File: src/rtl/fantasticfft_pkg.sv
// Shared FFT definitions: Q8.8 sample type, transform size and fixed-point helpers.
`ifndef FANTASTICFFT_FIX_MACROS
`define FANTASTICFFT_FIX_MACROS
`define FANTASTICFFT_FIX_CREATE(int_v) (16'((int_v) <<< 8))
`define FANTASTICFFT_FIX_TO_INT(fx) ($signed(fx) >>> 8)
`endif

package fantasticfft_pkg;
  typedef logic [7:-8] fixed_t;
  localparam int FFT_N = 8;
endpackage

File: src/rtl/fantasticfft_fft8_framer_if.sv
// Sample stream in, parallel frame out; slave is the framer, master is its environment.
interface fantasticfft_fft8_framer_if;
  import fantasticfft_pkg::*;
  fixed_t s_data;
  logic   s_valid;
  logic   s_last;
  logic   s_ready;
  fixed_t x0, x1, x2, x3, x4, x5, x6, x7;
  logic   isValid;
  logic   fft_ready;
  logic   padded;

  modport slave (
    input  s_data, s_valid, s_last, fft_ready,
    output s_ready, x0, x1, x2, x3, x4, x5, x6, x7, isValid, padded
  );

  modport master (
    output s_data, s_valid, s_last, fft_ready,
    input  s_ready, x0, x1, x2, x3, x4, x5, x6, x7, isValid, padded
  );
endinterface

File: src/rtl/fantasticfft_frame_bank.sv
// One frame buffer: eight sample registers, committed fill count and padded flag,
// with slots beyond the fill count reading as zero.
module fantasticfft_frame_bank
  import fantasticfft_pkg::*;
(
  input  logic                   clk,
  input  logic                   rst,
  input  logic                   wr_en_i,
  input  logic                   close_i,
  input  logic [2:0]             wr_idx_i,
  input  fixed_t                 wr_data_i,
  input  logic                   pad_i,
  output fixed_t [FFT_N-1:0]     x_o,
  output logic                   padded_o
);
  fixed_t [FFT_N-1:0] mem_q;
  logic [3:0]         fill_q;
  logic               pad_q;

  always_ff @(posedge clk) begin
    if (wr_en_i) mem_q[wr_idx_i] <= wr_data_i;
  end

  // A zero fill count masks every slot, so clearing it is enough to blank the outputs.
  always_ff @(posedge clk) begin
    if (rst) begin
      fill_q <= 4'd0;
      pad_q  <= 1'b0;
    end else if (close_i) begin
      fill_q <= {1'b0, wr_idx_i} + 4'd1;
      pad_q  <= pad_i;
    end
  end

  always_comb begin
    for (int i = 0; i < FFT_N; i++) begin
      x_o[i] = (4'(i) < fill_q) ? mem_q[i] : '0;
    end
  end

  assign padded_o = pad_q;
endmodule

File: src/rtl/fantasticfft_fft8_framer.sv
// Groups a serial Q8.8 stream into 8-sample frames using two ping-pong banks and
// presents the oldest complete frame in parallel to the FFT8.
module fantasticfft_fft8_framer
  import fantasticfft_pkg::*;
#(
  parameter int INT_BITS  = 8,
  parameter int FRAC_BITS = 8,
  parameter int PRESCALE  = 0
) (
  input logic                          clk,
  input logic                          rst,
  fantasticfft_fft8_framer_if.slave    bus
);
  logic [1:0] nfull_q, nfull_d;
  logic       wbank_q, wbank_d;
  logic       rbank_q, rbank_d;
  logic [2:0] wr_idx_q, wr_idx_d;

  logic accept, close, rel, pad;
  logic signed [INT_BITS-1:-FRAC_BITS] scaled;
  fixed_t [FFT_N-1:0] bx0, bx1, xr;
  logic bpad0, bpad1;

  assign scaled  = $signed(bus.s_data) >>> PRESCALE;
  assign accept  = bus.s_valid && bus.s_ready;
  assign close   = accept && (bus.s_last || (wr_idx_q == 3'd7));
  assign pad     = bus.s_last && (wr_idx_q != 3'd7);
  assign rel     = bus.isValid && bus.fft_ready;

  // Ready depends only on occupancy, never on fft_ready.
  assign bus.s_ready = (nfull_q != 2'd2);
  assign bus.isValid = (nfull_q != 2'd0);

  always_comb begin
    nfull_d  = nfull_q;
    wbank_d  = wbank_q;
    rbank_d  = rbank_q;
    wr_idx_d = wr_idx_q;
    case ({close, rel})
      2'b10:   nfull_d = nfull_q + 2'd1;
      2'b01:   nfull_d = nfull_q - 2'd1;
      default: nfull_d = nfull_q;
    endcase
    if (close)       wr_idx_d = 3'd0;
    else if (accept) wr_idx_d = wr_idx_q + 3'd1;
    if (close) wbank_d = ~wbank_q;
    if (rel)   rbank_d = ~rbank_q;
  end

  always_ff @(posedge clk) begin
    if (rst) begin
      nfull_q  <= 2'd0;
      wbank_q  <= 1'b0;
      rbank_q  <= 1'b0;
      wr_idx_q <= 3'd0;
    end else begin
      nfull_q  <= nfull_d;
      wbank_q  <= wbank_d;
      rbank_q  <= rbank_d;
      wr_idx_q <= wr_idx_d;
    end
  end

  fantasticfft_frame_bank u_bank0 (
    .clk       (clk),
    .rst       (rst),
    .wr_en_i   (accept && !wbank_q),
    .close_i   (close && !wbank_q),
    .wr_idx_i  (wr_idx_q),
    .wr_data_i (fixed_t'(scaled)),
    .pad_i     (pad),
    .x_o       (bx0),
    .padded_o  (bpad0)
  );

  fantasticfft_frame_bank u_bank1 (
    .clk       (clk),
    .rst       (rst),
    .wr_en_i   (accept && wbank_q),
    .close_i   (close && wbank_q),
    .wr_idx_i  (wr_idx_q),
    .wr_data_i (fixed_t'(scaled)),
    .pad_i     (pad),
    .x_o       (bx1),
    .padded_o  (bpad1)
  );

  assign xr         = rbank_q ? bx1 : bx0;
  assign bus.padded = rbank_q ? bpad1 : bpad0;
  assign bus.x0     = xr[0];
  assign bus.x1     = xr[1];
  assign bus.x2     = xr[2];
  assign bus.x3     = xr[3];
  assign bus.x4     = xr[4];
  assign bus.x5     = xr[5];
  assign bus.x6     = xr[6];
  assign bus.x7     = xr[7];
endmodule

File: src/flat_wrapper.sv
// flat-port wrapper written by rule: the top's interface ports become plain ports
module fantasticfft_fft8_framer_flat import fantasticfft_pkg::*;
#(
  parameter int INT_BITS  = 8,
  parameter int FRAC_BITS = 8,
  parameter int PRESCALE  = 0
)
  (clk, rst, bus_s_data, bus_s_valid, bus_s_last, bus_fft_ready, bus_s_ready, bus_x0, bus_x1, bus_x2, bus_x3, bus_x4, bus_x5, bus_x6, bus_x7, bus_isValid, bus_padded);
  fantasticfft_fft8_framer_if bus_i ();
  input logic clk;
  input logic rst;
  input wire logic [$bits(bus_i.s_data)-1:0] bus_s_data;
  input wire logic [$bits(bus_i.s_valid)-1:0] bus_s_valid;
  input wire logic [$bits(bus_i.s_last)-1:0] bus_s_last;
  input wire logic [$bits(bus_i.fft_ready)-1:0] bus_fft_ready;
  output wire logic [$bits(bus_i.s_ready)-1:0] bus_s_ready;
  output wire logic [$bits(bus_i.x0)-1:0] bus_x0;
  output wire logic [$bits(bus_i.x1)-1:0] bus_x1;
  output wire logic [$bits(bus_i.x2)-1:0] bus_x2;
  output wire logic [$bits(bus_i.x3)-1:0] bus_x3;
  output wire logic [$bits(bus_i.x4)-1:0] bus_x4;
  output wire logic [$bits(bus_i.x5)-1:0] bus_x5;
  output wire logic [$bits(bus_i.x6)-1:0] bus_x6;
  output wire logic [$bits(bus_i.x7)-1:0] bus_x7;
  output wire logic [$bits(bus_i.isValid)-1:0] bus_isValid;
  output wire logic [$bits(bus_i.padded)-1:0] bus_padded;
  assign bus_i.s_data = bus_s_data;
  assign bus_i.s_valid = bus_s_valid;
  assign bus_i.s_last = bus_s_last;
  assign bus_i.fft_ready = bus_fft_ready;
  assign bus_s_ready = bus_i.s_ready;
  assign bus_x0 = bus_i.x0;
  assign bus_x1 = bus_i.x1;
  assign bus_x2 = bus_i.x2;
  assign bus_x3 = bus_i.x3;
  assign bus_x4 = bus_i.x4;
  assign bus_x5 = bus_i.x5;
  assign bus_x6 = bus_i.x6;
  assign bus_x7 = bus_i.x7;
  assign bus_isValid = bus_i.isValid;
  assign bus_padded = bus_i.padded;
  fantasticfft_fft8_framer #(.INT_BITS(INT_BITS), .FRAC_BITS(FRAC_BITS), .PRESCALE(PRESCALE)) u_core (.clk(clk), .rst(rst), .bus(bus_i));
endmodule
File: config.mk
export PLATFORM = sky130hd
export DESIGN_NAME = fantasticfft_fft8_framer_flat
export DESIGN_NICKNAME = d
export VERILOG_FILES = /design/src/rtl/fantasticfft_pkg.sv /design/src/rtl/fantasticfft_fft8_framer_if.sv /design/src/rtl/fantasticfft_frame_bank.sv /design/src/rtl/fantasticfft_fft8_framer.sv /design/src/flat_wrapper.sv
export SDC_FILE = /design/constraint.sdc
export NUM_CORES = 1
export LEC_CHECK = 0
export ABC_CLOCK_PERIOD_IN_PS = 3200
export BUFFER_PORTS_ARGS = -buffer_cell sky130_fd_sc_hd__buf_2
export CAP_MARGIN = 20
export CORE_AREA = 2 2 153 155
export CTS_BUF_LIST = sky130_fd_sc_hd__clkbuf_2 sky130_fd_sc_hd__clkbuf_4 sky130_fd_sc_hd__clkbuf_8
export DETAILED_ROUTE_END_ITERATION = 6
export DIE_AREA = 0 0 155 157
export PLACE_DENSITY = 0.67
export SLEW_MARGIN = 25
export SYNTH_ARGS = -nofsm -noshare
export SYNTH_HDL_FRONTEND = slang
export SYNTH_SLANG_ARGS = --single-unit
File: constraint.sdc
create_clock -name clk -period 3.2 [get_ports clk]
set_clock_uncertainty 0.05 [all_clocks]
set_input_delay 0 -clock clk [delete_from_list [all_inputs] [get_ports clk]]
set_output_delay 0 -clock clk [all_outputs]
set_load 0.02 [all_outputs]
==> results of run 1 <==
[worst min-delay path: stages]
cell,delay [ns]
dlygate4sd3_1,0.54
buf_2,0.18
nand4_1,0.10
a21oi_1,0.06
[flip-flops by register name, summed over array words and instances, names as in the netlist]
register,count
u_core.u_bank1.padded_o,1
u_core.nfull_q,2
u_core.rbank_q,1
u_core.u_bank1.fill_q,4
u_core.u_bank0.padded_o,1
u_core.u_bank0.fill_q,4
u_core.wr_idx_q,3
u_core.wbank_q,1
u_core.u_bank0.mem_q,128
u_core.u_bank1.mem_q,128
[through the flow]
stage               setup slack (ns)  instances  utilization
floorplan                     0.1701        539            -
finish                        0.3916       1067       0.5438
global route                  0.2225       1067       0.5438
global placement              0.9827        968       0.4977
CTS                           0.3915       1067       0.5438
detailed placement            0.8919        968       0.4977
[per-layer routing]
| metal | global-route usage | vias to the layer above |
|---|---|---|
| met2 | 0.3198 | 256 |
| met5 | 0 | - |
| met3 | 0.05259 | 52 |
| met1 | 0.2409 | 2950 |
| met4 | 0.07099 | 0 |
| li1 | - | 2656 |
[Yosys cell counts, types with 2 or more instances]
| library cell | number | area share |
|---|---|---|
| a211oi_1 | 2 | 0.0015 |
| a21oi_1 | 7 | 0.0035 |
| a22o_1 | 128 | 0.11 |
| a311oi_1 | 2 | 0.0017 |
| a31oi_1 | 2 | 0.0012 |
| buf_2 | 14 | 0.0070 |
| buf_4 | 5 | 0.0037 |
| buf_6 | 3 | 0.0034 |
| clkbuf_1 | 9 | 0.0034 |
| dfxtp_1 | 17 | 0.034 |
| edfxtp_1 | 256 | 0.77 |
| ha_1 | 3 | 0.0037 |
| inv_1 | 2 | 0.00075 |
| mux2i_1 | 8 | 0.0080 |
| nand2_1 | 3 | 0.0011 |
| nand2b_1 | 12 | 0.0075 |
| nand3_1 | 4 | 0.0020 |
| nand4_1 | 4 | 0.0025 |
| nor2_1 | 14 | 0.0052 |
| nor2b_1 | 3 | 0.0019 |
| nor3_1 | 9 | 0.0045 |
| nor4_1 | 2 | 0.0012 |
| o21a_1 | 2 | 0.0015 |
| o21ai_0 | 4 | 0.0020 |
| o31a_2 | 2 | 0.0020 |
| or2_2 | 3 | 0.0019 |
| xnor2_1 | 2 | 0.0017 |
[layout make-up]
| type | instances | area (um^2) |
|---|---|---|
| Clock buffer | 64 | 762.0 |
| Clock inverter | 13 | 56.30 |
| Fill cell | 1763 | 10260 |
| Inverter | 3 | 11.26 |
| Multi-Input combinational cell | 232 | 1868 |
| Sequential cell | 273 | 8028 |
| Tap cell | 285 | 356.6 |
| Timing Repair Buffer | 197 | 1156 |
[power groups by stage]
| stage | sequential (mW) | combinational, mW | clock, mW |
|---|---|---|---|
| after floorplan | 4.10 | 0.273 | 0 |
| after global placement | 4.12 | 0.429 | 0 |
| after detailed placement | 4.13 | 0.441 | 0 |
| after CTS | 4.06 | 0.463 | 2.85 |
| after global routing | 4.07 | 0.496 | 3.00 |
| final | 4.06 | 0.459 | 2.78 |
[logic make-up (layout without fill, tap and decap cells)]
logic type,count (synthesis),after routing,share of synthesized area
flip-flops,273,273,0.8004
AO/OA/AOI/OAI,156,156,0.1329
AND/OR/NAND/NOR,61,61,0.03269
buffers and inverters,34,277,0.01859
multiplexers,9,9,0.009107
adder cells (fa/ha/maj),3,3,0.003743
XOR/XNOR,3,3,0.002620
[worst min path at each step]
stage	from	end
global placement	bus_s_valid	u_core.wr_idx_q[2]
global route	rst	u_core.rbank_q
CTS	bus_s_valid	u_core.wr_idx_q[2]
floorplan	bus_s_data[0]	u_core.u_bank0.mem_q[0]
detailed placement	bus_s_valid	u_core.wr_idx_q[1]
finish	bus_s_valid	u_core.wr_idx_q[2]
==> reports/qor.yml, run 1 <==
synth_edf_count: 256
fmax_mhz: 356.1
clockRootBuffer: "clkbuf_8"
setup-violations-final: 0
path_cells: "o21a_1 -> o31a_2 -> a22o_1 -> buf_2"
r2r-start: "u_core.wr_idx_q[1]"
grt_max_degree: 22
path_delay_family: "compound AO/OA/AOI/OAI gates"
tightestPinTransition_ns: 0.7704
start_kind: "flop"
grt_pass1_vias: 6016
dpl_cell_area_mm2: 0.01120
cts_tree: "done"
hold_ws_ns: 0.3624
worstSetupPathType: "flop to output pin"
overflow: 0
swShare: 0.2234
clockPowerShare: 0.381
synth_warnings: 0
core_mm2: 0.02250
synth_cell_types: 44
maxUsedRoutingLayer: "met4"
synth.avg_cell_area_um2: 18.61
pwr-share-seq: 0.556
routed_wl_mm: 23.46
vias_per_cell: 5.543
holdPathStages: 4
cts_hold_buffers: 22
rows: 55
wl_met1_mm: 9.683
rr_worst_depth: 7
ioPinCount: 152
synthArstFlopShare: 0
cpMaxStageDelayCell: "dfxtp_1"
cts_setup_buffers: 0
drt_pre_antenna_iters: 4
synth_nets: 563
critPathLaunch: "u_core.rbank_q"
worstPathArrival_ns: 2.76
clock_sinks: 273
grt_use_total: 0.1915
final-max-slew-violation-count: 0
die_h_um: 157
peakVddDrop_mv: 0.4098
area_growth_pct: 22.02
start_util: 0.4457
drive_above_1_share: 0.3402
setup.worst_path.end_class: "output pin"
rsz0062_at_grt: "false"
switchingPower_mw: 1.630
antennaDiodeCount: 0
timing.rr.end: "u_core.nfull_q[1]"
ys_ff_latch: 273
p_leak_nw: 4.615
ant_nets: 0
required_ns: 3.15
routed-wl-met3_mm: 1.810
syn_area_mm2: 0.01003
period_minus_slack_ns: 2.808
drtIter0Drc: 394
cts_buffers: 43
vias: 5914
post_drt_wl_per_cell_um: 21.98
setup_tns_ns: 0
power.total_mw: 7.299
io_buffers: 151
postSynthCellCount: 539
die_area_mm2: 0.02434
post_cts_resized: 0
status: "completed"
final_cell_mix: "edfxtp_1 (256), buf_2 (151), a22o_1 (128)"
cp-endpoint: "bus_x4[13]"
p_comb_frac: 0.063
antenna_found_initial: 0
max_stage_delay_ns: 0.67
hold_violations: 0
post-route-drc-count: 0
synth_top_flop_cell: "edfxtp_1"
power_density_mw_per_mm2: 596.4
min_path_type: "primary input to flop"
grt_pass1_wl_mm: 34.83
regToRegSetupSlack_ns: 0.87
die_w_um: 155
synth-seq-area-share: 0.8004
final_nets: 774
internal_power_mw: 5.669
fin_area_mm2: 0.01224
cp_num_buf_inv: 1
place.gp.congestion: 0.8721
cap_violations: 0
clock_path_buffers: 3
period_share: 0.8776
clk_pin_slew_ns: 0.06
relSlewSlack: 0.4864
critPathMaxFanout: 17
cts_max_level: 2
final_common_cell: "edfxtp_1"
cp.depth: 4
clk_latency_ns: 0.52
dp_hpwl_mm: 14.49
route.met2.wl_mm: 11.23
Power figures use the tool's default switching activity.
==> run 2: changes to the inputs <==
--- a/config.mk
+++ b/config.mk
@@ -13,6 +13,7 @@
 export DETAILED_ROUTE_END_ITERATION = 6
 export DIE_AREA = 0 0 155 157
 export PLACE_DENSITY = 0.67
+export REMOVE_ABC_BUFFERS = 1
 export SLEW_MARGIN = 25
 export SYNTH_ARGS = -nofsm -noshare
 export SYNTH_HDL_FRONTEND = slang
==> run 2 against run 1 <==
Effect of this change: sequential share of layout area grew 0.18 points; design area decreased by 0.28%; flip-flop and latch count did not move; total power is 1.9% lower; die area is the same; worst setup slack better by 0.11 ns; non-clock buffer count grew 1; register-to-register slack lost 0.37 ns.
==> reports/qor.yml, run 2 (synthesized netlist as in run 1, its figures left out) <==
r2r-start: "u_core.wr_idx_q[1]"
tightestPinTransition_ns: 0.7375
worstSetupPathType: "flop to flop"
place.gp.congestion: 0.8751
path_delay_family: "buffers and inverters"
cap_violations: 0
final_common_cell: "edfxtp_1"
power_density_mw_per_mm2: 586.7
antenna_found_initial: 0
final-max-slew-violation-count: 0
setup-violations-final: 0
clk_latency_ns: 0.53
ant_nets: 0
rows: 55
clk_pin_slew_ns: 0.06
hold_violations: 0
cts_tree: "done"
die_area_mm2: 0.02434
cpMaxStageDelayCell: "dlygate4sd3_1"
grt_pass1_wl_mm: 34.40
vias_per_cell: 5.461
final_nets: 774
post_drt_wl_per_cell_um: 21.94
grt.met1_usage: 0.2404
use_met3: 0.05176
period_share: 0.8438
antennaDiodeCount: 0
core_mm2: 0.02250
relSlewSlack: 0.5083
final_cell_mix: "edfxtp_1 (256), buf_2 (151), a22o_1 (128)"
start_util: 0.4457
die_h_um: 157
reg.largest.list: "u_core.u_bank0.mem_q (128), u_core.u_bank1.mem_q (128)"
cts_buffers: 42
cts_max_level: 2
grt_max_degree: 22
overflow: 0
path_cells: "ha_1 -> ha_1 -> nor2_1 -> nand4_1 -> dlygate4sd3_1 -> a21oi_1 -> dlygate4sd3_1"
p_leak_nw: 4.577
drt_pre_antenna_iters: 5
fin_area_mm2: 0.01220
fmax_mhz: 370.3
grt-busiest-layer: "met2"
rsz0062_at_grt: "false"
fillCellCount: 1769
vias: 5810
ioPinCount: 152
period_minus_slack_ns: 2.700
max_stage_delay_ns: 0.57
cts_setup_buffers: 0
clock_path_buffers: 3
critPathMaxFanout: 13
area_growth_pct: 21.68
clockRootBuffer: "clkbuf_8"
final_util: 0.5423
gr-usage-met2: 0.3217
peakVddDrop_mv: 0.4430
status: "completed"
post-route-drc-count: 0
holdPathStages: 3
setup.worst_path.end_class: "flop"
grt_pass1_vias: 5885
dp_hpwl_mm: 14.13
hold_path.startpoint: "rst"
required_ns: 3.63
drive_above_1_share: 0.3338
start_kind: "flop"
routed_wl_mm: 23.34
rr_worst_depth: 7
setup_tns_ns: 0
worstPathArrival_ns: 3.13
die_w_um: 155
hold_ws_ns: 0.3459
min_path_type: "primary input to flop"
cp.depth: 7
clock_sinks: 273
drtIter0Drc: 432
critPathLaunch: "u_core.wr_idx_q[1]"
cp_num_buf_inv: 2
dpl_cell_area_mm2: 0.01120
io_buffers: 151
grt_use_total: 0.1903
## run 2: cell type report
cell class                      instances  area, um^2  share of cell area
Clock buffer                           54       680.7             0.05577
Clock inverter                         19       91.34            0.007484
Inverter                                3       11.26           0.0009227
Multi-Input combinational cell        232        1871              0.1533
Sequential cell                       273        8028              0.6578
Tap cell                              285       356.6             0.02922
Timing Repair Buffer                  198        1166             0.09555
## run 2: metal layers
metal,share of wire,up-vias
li1,-,2652
met1,0.41,2892
met3,0.077,39
met2,0.50,227
met4,0.019,0
met5,0,-
## run 2: worst paths after layout
check | end | slack (ns)
worst min-delay path | u_core.rbank_q | 0.35
worst max register to register | u_core.wr_idx_q[1] | 0.50
worst max-delay path | u_core.wr_idx_q[1] | 0.50
worst min register to register | u_core.nfull_q[1] | 0.49
## run 2: report_power, final
group          total (mW)  leakage [nW]  internal (mW)  switching (mW)
Clock                2.64         0.406           1.39            1.24
Sequential           4.06          2.45           3.99          0.0656
Combinational       0.464          1.72          0.156           0.308
Total                7.16          4.58           5.54            1.62
## run 2: timing repair
action,4_1_cts,5_1_grt
hold endpoints to repair,273,0
gates resized for setup,0,0
hold buffers,23,0
## run 2: per-stage QoR
step                      std cells  power, mW  setup WS, ns
after global placement          968      4.555        0.9833
final                          1064      7.160        0.4998
after CTS                      1064      7.227        0.5240
after detailed placement        968      4.575        0.8249
after floorplan                 508      4.359        0.2653
after global routing           1064      7.429        0.3618
## run 2: worst register-to-register path, delay by kind of cell (launching register included)
family	cells	cell delay, ns
buffers and inverters	2	1.12
adders and majority gates	2	0.51
DFF	1	0.48
and+or+nand+nor	2	0.35
AOI/OAI and AO/OA	1	0.14
==> run 3: changes to the inputs <==
--- a/config.mk
+++ b/config.mk
@@ -5,13 +5,14 @@
 export SDC_FILE = /design/constraint.sdc
 export NUM_CORES = 1
 export LEC_CHECK = 0
-export ABC_CLOCK_PERIOD_IN_PS = 3200
+export ABC_AREA = 1
+export ABC_CLOCK_PERIOD_IN_PS = 2380
 export BUFFER_PORTS_ARGS = -buffer_cell sky130_fd_sc_hd__buf_2
 export CAP_MARGIN = 20
-export CORE_AREA = 2 2 153 155
+export CORE_AREA = 2 2 158 160
 export CTS_BUF_LIST = sky130_fd_sc_hd__clkbuf_2 sky130_fd_sc_hd__clkbuf_4 sky130_fd_sc_hd__clkbuf_8
 export DETAILED_ROUTE_END_ITERATION = 6
-export DIE_AREA = 0 0 155 157
+export DIE_AREA = 0 0 160 162
 export PLACE_DENSITY = 0.67
 export REMOVE_ABC_BUFFERS = 1
 export SLEW_MARGIN = 25
==> constraint.sdc (replaced) <==
create_clock -name clk -period 2.38 [get_ports clk]
set_clock_uncertainty 0.05 [all_clocks]
set_input_delay 0 -clock clk [delete_from_list [all_inputs] [get_ports clk]]
set_output_delay 0 -clock clk [all_outputs]
set_load 0.02 [all_outputs]
==> run 3 against run 2 <==
Effect of this change: count of clock-buffer cells in the layout is 3 higher; hold slack worse by 0.15 ns; sequential share of layout area decreased by 4.0 points; combinational power grew to 3.1 times the previous value; die area is 6.5% higher; flip-flop and latch count unchanged; first-iteration DRC count up 61%; synthesized cell count grew 57%; critical path type is now flop to output pin; critical endpoint is now bus_x4[11].
==> reports/qor.yml, run 3 <==
final_common_cell: "edfxtp_1"
dp_hpwl_mm: 15.54
yosysMostFrequentCell: "edfxtp_1"
post-route-drc-count: 0
status: "completed"
p_leak_nw: 5.061
synth-compound-area-share: 0.03987
period_share: 0.9062
setup.worst_path.end_class: "output pin"
antennaDiodeCount: 0
start_kind: "flop"
cts_max_level: 2
yosys.area.top_type: "edfxtp_1"
post_drt_wl_per_cell_um: 19.40
tightestPinTransition_ns: 0.6427
grt_pass1_vias: 7019
synth_top_family_by_area: "simple AND/OR/NAND/NOR gates"
overflow: 0
power_density_mw_per_mm2: 809.2
post-place-cells: 1298
hold_violations: 0
clk_latency_ns: 0.53
min_path_type: "primary input to flop"
period_minus_slack_ns: 2.157
reg.largest.list: "u_core.u_bank0.mem_q (128), u_core.u_bank1.mem_q (128)"
synth-seq-area-share: 0.7435
syn_area_mm2: 0.01080
antenna_found_initial: 0
clock_path_buffers: 3
io_buffers: 151
regToRegSetupSlack_ns: 0.39
final_cell_mix: "edfxtp_1 (256), nand3_1 (192), nand2_1 (167)"
synth_xor_area_frac: 0
clockRootBuffer: "clkbuf_8"
final-max-slew-violation-count: 0
fillCellCount: 2091
worstPathArrival_ns: 2.11
ioPinCount: 152
setup_tns_ns: 0
synth.avg_cell_area_um2: 12.76
postSynthCellCount: 846
relSlewSlack: 0.5715
yosys-top-cells-count: "edfxtp_1 (256), nand3_1 (192), nand2_1 (168)"
final_nets: 1067
setup-violations-final: 0
clk_pin_slew_ns: 0.06
synth_cell_types: 31
grt_use_total: 0.2054
peakVddDrop_mv: 0.3461
rows: 57
ys_ff_latch: 273
clock_sinks: 273
cts_buffers: 41
core_mm2: 0.02411
synthAdderAreaFrac: 0.003477
routed_wl_mm: 27.02
place.gp.congestion: 0.8247
critPathMaxFanout: 18
final_cells: 1393
final_util: 0.5393
synthTopCellsByArea: "edfxtp_1 (71%), nand3_1 (8.9%), nand2_1 (5.8%)"
synth-simple-area-share: 0.1850
grt_max_degree: 132
synthMuxAreaShare: 0
synthArstFlopShare: 0
rsz0062_at_grt: "false"
drt_pre_antenna_iters: 5
cap_violations: 0
synth_warnings: 0
die_area_mm2: 0.02592
fmax_mhz: 463.6
ant_nets: 0
drtIter0Drc: 697
drive_above_1_share: 0.2563
required_ns: 2.33
cts_tree: "done"
synth_top_flop_cell: "edfxtp_1"
worstSetupPathType: "flop to output pin"
hold_ws_ns: 0.1943
area_growth_pct: 20.42
die_w_um: 160
start_util: 0.4479
vias: 7348
die_h_um: 162
netlist.area_leader.share: 0.7120
vias_per_cell: 5.275
grt_pass1_wl_mm: 39.94
synth_edf_count: 256
[run 3: cell count changes after synthesis, sizes merged, moves of 12 or more]
cell | before | now
nor2 | 14 | 45
inv | 3 | 18
nand2b | 12 | 0
a22o | 128 | 0
clkbuf | 9 | 21
o21ai | 4 | 68
nand2 | 3 | 170
nand3 | 4 | 205
[run 3: repair_timing]
item | CTS | global route
hold endpoints to repair | 273 | 0
gates resized for setup | 2 | 2
hold buffers | 22 | 0
endpoints found under the setup margin | 16 | 18
pin swaps | 0 | 2
buffers inserted | 0 | 4
[run 3: where the power goes]
group,switching [mW],internal (mW)
sequential,0.0538,5.35
combinational,1.06,0.384
clock,1.69,1.99
[run 3: logic make-up (layout without fill, tap and decap cells)]
kind of cell / count (synthesis) / in the layout
flops: 273 / 273
fa+ha+maj: 3 / 3
compound gates: 78 / 78
buf+inv: 67 / 290
simple gates: 425 / 425
[run 3: stage by stage]
stage	cell area [um^2]	setup slack [ns]	power, mW
2_1_floorplan	10560	-3.268	6.321
3_3_place_gp	11950	0.3758	6.893
3_5_place_dp	11950	0.3046	6.916
4_1_cts	12950	0.05057	10.59
5_1_grt	13000	0.02364	10.94
6_report	13000	0.2231	10.52
[run 3: path summary, 6_finish.rpt]
check                            from                      end  cells past startpoint
max reg2reg        u_core.wr_idx_q[0]        u_core.nfull_q[1]                     10
max          u_core.u_bank0.fill_q[3]               bus_x4[11]                      5
min reg2reg   u_core.u_bank1.padded_o  u_core.u_bank1.padded_o                      2
min                               rst  u_core.u_bank0.padded_o                      3
[run 3: final cells by class]
type | instances | area [um^2] | area share
flip-flops and latches | 273 | 8031 | 0.6177
well taps | 324 | 405.4 | 0.03118
repair buffers | 203 | 1239 | 0.09528
clock buffers | 57 | 696.9 | 0.05360
multi-input cells | 506 | 2477 | 0.1906
clock inverters | 12 | 78.83 | 0.006063
inverters | 18 | 72.57 | 0.005582
[run 3: metal layers]
metal  routed length (um)  part of all wire  GRT usage
met5                    0                 0          0
met4                  910             0.034    0.08845
met3                 1609             0.060    0.03907
met2                13130              0.49     0.3394
met1                11370              0.42     0.2681
[run 3: worst max-delay path, cell delays in order, from the launching register on]
cell	delay [ns]
dfxtp_1	0.49
nor2_4	0.17
o21ai_4	0.41
nand3_1	0.11
o21ai_0	0.16
buf_2	0.23
